**src/rtl/adam_disk_client.sv**
```systemverilog
// rtl/adam_disk_client.sv - ADAM block request to sector-buffer sequencer (optional checksum: ADAM_DISK_CLIENT_CKSUM_EN)
module adam_disk_client #(
    parameter int SECTORS_PER_BLOCK = 2,
    parameter int LOAD_TIMEOUT      = 65535,
    parameter int FLUSH_GUARD       = 2048
) (
    input  logic        clk,
    input  logic        reset_n,
    input  logic        req_valid,
    output logic        req_ready,
    input  logic        req_write,
    input  logic [31:0] req_block,
    output logic        rd_valid,
    output logic [7:0]  rd_data,
    input  logic        rd_ready,
    input  logic        wr_valid,
    input  logic [7:0]  wr_data,
    output logic        wr_ready,
    output logic        done,
    output logic        error,
    output logic [7:0]  cksum,
    input  logic        disk_present,
    output logic [31:0] disk_sector,
    output logic        disk_load,
    input  logic        disk_sector_loaded,
    output logic [8:0]  disk_addr,
    output logic        disk_wr,
    output logic [7:0]  disk_din,
    input  logic [7:0]  disk_data,
    output logic        disk_flush,
    input  logic        disk_error
);

    localparam int SPB_SHIFT = $clog2(SECTORS_PER_BLOCK);
    localparam int TMAX      = (LOAD_TIMEOUT > FLUSH_GUARD) ? LOAD_TIMEOUT : FLUSH_GUARD;
    localparam int TW        = $clog2(TMAX + 1);

    // Load gives up after LOAD_TIMEOUT cycles of disk_load; guard spans the flush cycle plus FLUSH_GUARD quiet cycles
    localparam logic [TW-1:0] LOAD_LAST  = TW'(LOAD_TIMEOUT - 1);
    localparam logic [TW-1:0] GUARD_LAST = TW'(FLUSH_GUARD);
    localparam logic [3:0]    SEC_LAST   = 4'(SECTORS_PER_BLOCK - 1);
    localparam logic [8:0]    BYTE_LAST  = 9'd511;

    typedef enum logic [2:0] {
        S_IDLE,
        S_LOAD,
        S_RSTREAM,
        S_WFILL,
        S_FLUSH,
        S_GUARD,
        S_NEXT,
        S_ERR
    } state_t;

    state_t          state_q, state_d;
    logic            write_q, write_d;
    logic [31:0]     sector_q, sector_d;
    logic [3:0]      sec_idx_q, sec_idx_d;
    logic [8:0]      addr_q, addr_d;
    logic [1:0]      ph_q, ph_d;
    logic [TW-1:0]   timer_q, timer_d;
    logic            req_ready_q, req_ready_d;
    logic            rd_valid_q, rd_valid_d;
    logic [7:0]      rd_data_q, rd_data_d;
    logic            wr_ready_q, wr_ready_d;
    logic            done_q, done_d;
    logic            error_q, error_d;
    logic            disk_load_q, disk_load_d;
    logic [8:0]      disk_addr_q, disk_addr_d;
    logic            disk_wr_q, disk_wr_d;
    logic [7:0]      disk_din_q, disk_din_d;
    logic            disk_flush_q, disk_flush_d;
    logic            abort;

    // Sequencer: next state plus the registered value of every output, derived from where the FSM is heading
    always_comb begin
        state_d      = state_q;
        write_d      = write_q;
        sector_d     = sector_q;
        sec_idx_d    = sec_idx_q;
        addr_d       = addr_q;
        ph_d         = ph_q;
        timer_d      = timer_q;
        rd_valid_d   = 1'b0;
        rd_data_d    = rd_data_q;
        disk_addr_d  = disk_addr_q;
        disk_din_d   = disk_din_q;
        disk_wr_d    = 1'b0;
        disk_flush_d = 1'b0;
        done_d       = 1'b0;

        // Losing the image mid-transfer is handled exactly like a loader error
        abort = (state_q != S_IDLE) && (state_q != S_ERR) && (disk_error || !disk_present);

        if (abort) begin
            state_d = S_ERR;
        end else begin
            case (state_q)
                S_IDLE: begin
                    if (req_valid && req_ready_q) begin
                        write_d   = req_write;
                        sec_idx_d = 4'd0;
                        addr_d    = 9'd0;
                        ph_d      = 2'd0;
                        timer_d   = '0;
                        sector_d  = req_block << SPB_SHIFT;
                        if (!disk_present) begin
                            state_d = S_ERR;
                        end else if (req_write) begin
                            state_d = S_WFILL;
                        end else begin
                            state_d = S_LOAD;
                        end
                    end
                end
                S_LOAD: begin
                    if (disk_sector_loaded) begin
                        state_d     = S_RSTREAM;
                        addr_d      = 9'd0;
                        ph_d        = 2'd0;
                        disk_addr_d = 9'd0;
                    end else if (timer_q == LOAD_LAST) begin
                        state_d = S_ERR;
                    end else begin
                        timer_d = timer_q + 1'b1;
                    end
                end
                S_RSTREAM: begin
                    // ph 0: address on the bus, ph 1: buffer data valid, ph 2: byte offered upstream
                    case (ph_q)
                        2'd0: ph_d = 2'd1;
                        2'd1: begin
                            rd_data_d  = disk_data;
                            rd_valid_d = 1'b1;
                            ph_d       = 2'd2;
                        end
                        default: begin
                            if (rd_ready) begin
                                ph_d = 2'd0;
                                if (addr_q == BYTE_LAST) begin
                                    state_d = S_NEXT;
                                end else begin
                                    addr_d      = addr_q + 1'b1;
                                    disk_addr_d = addr_q + 1'b1;
                                end
                            end else begin
                                rd_valid_d = 1'b1;
                            end
                        end
                    endcase
                end
                S_WFILL: begin
                    if (wr_valid && wr_ready_q) begin
                        disk_addr_d = addr_q;
                        disk_din_d  = wr_data;
                        disk_wr_d   = 1'b1;
                        if (addr_q == BYTE_LAST) begin
                            state_d = S_FLUSH;
                        end else begin
                            addr_d = addr_q + 1'b1;
                        end
                    end
                end
                S_FLUSH: begin
                    // Entered while the last byte write is on the bus; flush follows it
                    disk_flush_d = 1'b1;
                    timer_d      = '0;
                    state_d      = S_GUARD;
                end
                S_GUARD: begin
                    if (timer_q == GUARD_LAST) begin
                        state_d = S_NEXT;
                    end else begin
                        timer_d = timer_q + 1'b1;
                    end
                end
                S_NEXT: begin
                    if (sec_idx_q == SEC_LAST) begin
                        done_d  = 1'b1;
                        state_d = S_IDLE;
                    end else begin
                        sec_idx_d = sec_idx_q + 1'b1;
                        sector_d  = sector_q + 32'd1;
                        addr_d    = 9'd0;
                        ph_d      = 2'd0;
                        timer_d   = '0;
                        state_d   = write_q ? S_WFILL : S_LOAD;
                    end
                end
                S_ERR: begin
                    state_d = S_IDLE;
                end
                default: begin
                    state_d = S_IDLE;
                end
            endcase
        end

        req_ready_d = (state_d == S_IDLE);
        wr_ready_d  = (state_d == S_WFILL);
        disk_load_d = (state_d == S_LOAD);
        error_d     = (state_d == S_ERR);
    end

    // State and output registers; reset abandons any transfer without flushing
    always_ff @(posedge clk) begin
        if (!reset_n) begin
            state_q      <= S_IDLE;
            write_q      <= 1'b0;
            sector_q     <= 32'd0;
            sec_idx_q    <= 4'd0;
            addr_q       <= 9'd0;
            ph_q         <= 2'd0;
            timer_q      <= '0;
            req_ready_q  <= 1'b0;
            rd_valid_q   <= 1'b0;
            rd_data_q    <= 8'd0;
            wr_ready_q   <= 1'b0;
            done_q       <= 1'b0;
            error_q      <= 1'b0;
            disk_load_q  <= 1'b0;
            disk_addr_q  <= 9'd0;
            disk_wr_q    <= 1'b0;
            disk_din_q   <= 8'd0;
            disk_flush_q <= 1'b0;
        end else begin
            state_q      <= state_d;
            write_q      <= write_d;
            sector_q     <= sector_d;
            sec_idx_q    <= sec_idx_d;
            addr_q       <= addr_d;
            ph_q         <= ph_d;
            timer_q      <= timer_d;
            req_ready_q  <= req_ready_d;
            rd_valid_q   <= rd_valid_d;
            rd_data_q    <= rd_data_d;
            wr_ready_q   <= wr_ready_d;
            done_q       <= done_d;
            error_q      <= error_d;
            disk_load_q  <= disk_load_d;
            disk_addr_q  <= disk_addr_d;
            disk_wr_q    <= disk_wr_d;
            disk_din_q   <= disk_din_d;
            disk_flush_q <= disk_flush_d;
        end
    end

`ifdef ADAM_DISK_CLIENT_CKSUM_EN
    logic [7:0] cksum_q, cksum_d;

    // Running sum of every handshaken byte, restarted when a request is accepted
    always_comb begin
        cksum_d = cksum_q;
        if (state_q == S_IDLE && req_valid && req_ready_q) begin
            cksum_d = 8'd0;
        end else if (state_q == S_RSTREAM && rd_valid_q && rd_ready) begin
            cksum_d = cksum_q + rd_data_q;
        end else if (state_q == S_WFILL && wr_valid && wr_ready_q) begin
            cksum_d = cksum_q + wr_data;
        end
    end

    // Checksum register
    always_ff @(posedge clk) begin
        if (!reset_n) begin
            cksum_q <= 8'd0;
        end else begin
            cksum_q <= cksum_d;
        end
    end

    assign cksum = cksum_q;
`else
    assign cksum = 8'd0;
`endif

    assign req_ready   = req_ready_q;
    assign rd_valid    = rd_valid_q;
    assign rd_data     = rd_data_q;
    assign wr_ready    = wr_ready_q;
    assign done        = done_q;
    assign error       = error_q;
    assign disk_sector = sector_q;
    assign disk_load   = disk_load_q;
    assign disk_addr   = disk_addr_q;
    assign disk_wr     = disk_wr_q;
    assign disk_din    = disk_din_q;
    assign disk_flush  = disk_flush_q;

endmodule

```
**config.mk**
```make
export PLATFORM = sky130hd
export DESIGN_NAME = adam_disk_client
export DESIGN_NICKNAME = d
export VERILOG_FILES = /design/src/rtl/adam_disk_client.sv
export SDC_FILE = /design/constraint.sdc
export NUM_CORES = 1
export LEC_CHECK = 0
export CORE_UTILIZATION = 35
export CTS_CLUSTER_SIZE = 16
export DETAILED_ROUTE_END_ITERATION = 6
export GPL_ROUTABILITY_DRIVEN = 0
export PLACE_DENSITY = 0.55
export SYNTH_ARGS = -nofsm -noshare
export SYNTH_HDL_FRONTEND = slang
export SYNTH_SLANG_ARGS = --single-unit
```
**constraint.sdc**
```tcl
create_clock -name clk -period 2.8 [get_ports clk]
set_input_delay 0.56 -clock clk [delete_from_list [all_inputs] [get_ports clk]]
set_output_delay 0.56 -clock clk [all_outputs]
set_load 0.01 [all_outputs]
```
==> summary.txt <==
Final setup viols: 0
antenna violations before repair: 0
DRC: 0
nets: 876
CP Launch Type: flop
Syn Area/Cell: 7.96 um^2
core area: 15400 um^2
Leak Pwr: 2.52 nW
Synth top area share: 0.359
Logic pwr share: 0.167
fraction of registers with async set/reset: 0
layout cell share with drive strength beyond 1: 0.0833
count of port buffers added during placement: 120
Total GRT Usage: 0.196
setup TNS: 0 ns
RSZ-0062 raised after global routing: no
P_sw: 0.938 mW
post-route ant nets: 0
Seq/Total Area, Yosys: 0.359
Reg power frac: 0.440
Num CTS Buffers: 9
Mapped Area: 5570 um^2
P&R area growth vs syn: 31.9%
Slew @ Worst Pin: 0.714 ns
pin count of the biggest net entering global routing: 54
worst slack at placement: 0.160 ns
fmax: 394 MHz
clock sinks: 100
vias per inst: 5.47
Max clock buf depth: 2
max cap viols: 0
clock share of power: 0.393
Synth cell types: 75
Worst-Skew Late Latency: 0.35 ns
Final Critical Period: 2.54 ns
die area: 16400 um^2
status: complete, no violations
WS Path Type: reg -> reg
WL/cell: 15.5 um
Worst-path clk slew: 0.07 ns
grt total ovfl: 0
Max Slew Vio Count: 0
io pins: 130
DRT iter0 DRCs: 330
P per Cell Area: 467 nW/um^2
Cells after DPL: 1010
sw frac: 0.273
most used flip-flop cell after synthesis: dfxtp_1
critical path endpoint category: flop
die height: 128 um
arrival time at the worst endpoint: 2.79 ns
drt total wl: 16000 um
post-layout util: 0.478
worst-path maximum fanout: 7
Synth area leader: dfxtp_1
initial core utilization: 0.363
Peak VDD IR: 0.000290 V
H-tree levels: 3
Root Buffer: clkbuf_16
Synth Register Bits: 100
Antenna Cells: 0
vias in the first global route: 5091
final hold slack: 0.449 ns
Synth warnings: 0
global-route wire length before repair: 25800 um
CTS tree: yes
Hold-fix buffers, CTS: 0
final clock skew: 0.00737 ns
Layout Cells excl Fill: 1027
Setup WS post-layout: 0.259 ns
most frequent cells in the layout: clkdlybuf4s50_1, dfxtp_1, nand2_1
Cells after Synth: 700
min-delay worst type: reg -> reg
Die W: 128 um
Row Count: 45
CP required: 3.05 ns
Hold Fails Final Rpt: 0
Post-synth EDFFs: 0
Area contributors post-synth: dfxtp_1, a21oi_1, nand2_1, nor2_1, nand3_1
via count: 5620
headroom to the max-slew limit: 0.524
most common cell after layout, fill and taps aside: clkdlybuf4s50_1
final worst path period share: 0.907
post-DP HPWL: 11300 um
P_int: 2.49 mW
number of iterations in the first detailed-routing pass: 5
cell usage after synthesis (9+ instances only):
library cell,n
dfxtp_1,100
nand2_1,72
nor2_1,68
a21oi_1,64
clkbuf_1,32
nand3_1,31
o21ai_0,29
o31ai_1,19
or3_1,19
or4_1,18
a31oi_1,17
nor3_1,17
nand4_1,14
inv_1,13
and3_1,11
mux2i_1,11
buf_2,10
buf_4,9
flip-flops by register name, indices dropped and copies added, names as in the netlist, 2 cells and up:
signal	count
disk_din	8
disk_sector	32
rd_data	8
ph_q	2
disk_addr	9
state_q	3
sec_idx_q	4
timer_q	16
addr_q	9
power by group through the flow:
stage | sequential [mW] | clock [mW] | combinational [mW]
2_1_floorplan | 1.52 | 0 | 0.372
3_5_place_dp | 1.54 | 0 | 0.570
3_3_place_gp | 1.54 | 0 | 0.565
6_report | 1.51 | 1.35 | 0.573
4_1_cts | 1.51 | 1.39 | 0.574
5_1_grt | 1.52 | 1.45 | 0.631
per-stage QoR:
step           instance area [um^2]  power (mW)
2_1_floorplan                  5600        1.89
3_3_place_gp                   7030        2.11
3_5_place_dp                   7030        2.11
4_1_cts                        7340        3.48
5_1_grt                        7350        3.60
6_report                       7350        3.43
repair_timing:
item | CTS | global route
endpoints found under the hold margin | 0 | 0
setup buffers | 0 | 1
endpoints found under the setup margin | 0 | 1
resized for setup | 0 | 0
routing by layer:
metal / wire length, um / GRT usage
met5: 0 / 0
met4: 152 / 0.0498
met3: 735 / 0.0363
met2: 7620 / 0.332
met1: 7450 / 0.256
area by class of cell:
cell class	count	area, um^2
flip-flops and latches	100	2000
clock buffers	10	229
well taps	211	264
inverters	13	48.8
multi-input cells	537	3270
clock inverters	6	87.6
fillers	1494	8020
repair buffers	150	1450
kinds of logic (layout without fill, tap and decap cells):
| logic type | after synthesis | after routing | share of synthesized area |
|---|---|---|---|
| AND/OR/NAND/NOR | 305 | 305 | 0.293 |
| AO/OA/AOI/OAI | 196 | 196 | 0.236 |
| flip-flops | 100 | 100 | 0.359 |
| buffers and inverters | 70 | 179 | 0.0590 |
| multiplexers | 11 | 11 | 0.0198 |
| XOR/XNOR | 9 | 9 | 0.0141 |
| adder cells (fa/ha/maj) | 8 | 8 | 0.0180 |
| other | 1 | 8 | 0.000673 |
final timing paths:
path	endpoint	from	depth (start not counted)	slack (ns)
min	disk_addr[2]$_SDFFE_PN0P_	disk_addr[2]$_SDFFE_PN0P_	2	0.45
max	addr_q[5]$_SDFFE_PN0P_	addr_q[0]$_SDFFE_PN0P_	9	0.26
min reg2reg	disk_addr[2]$_SDFFE_PN0P_	disk_addr[2]$_SDFFE_PN0P_	2	0.45
max reg2reg	addr_q[5]$_SDFFE_PN0P_	addr_q[0]$_SDFFE_PN0P_	9	0.26
critical path, stage by stage, from the launching register on:
cell and delay [ns]:
dfxtp_1 0.38, ha_1 0.26, and3_1 0.21, and3_1 0.19, and3_1 0.19, ha_1 0.21, o21ai_0 0.16, o21ai_0 0.12
or3_1 0.46, o41ai_1 0.26
(Power assumes the default switching activity.)
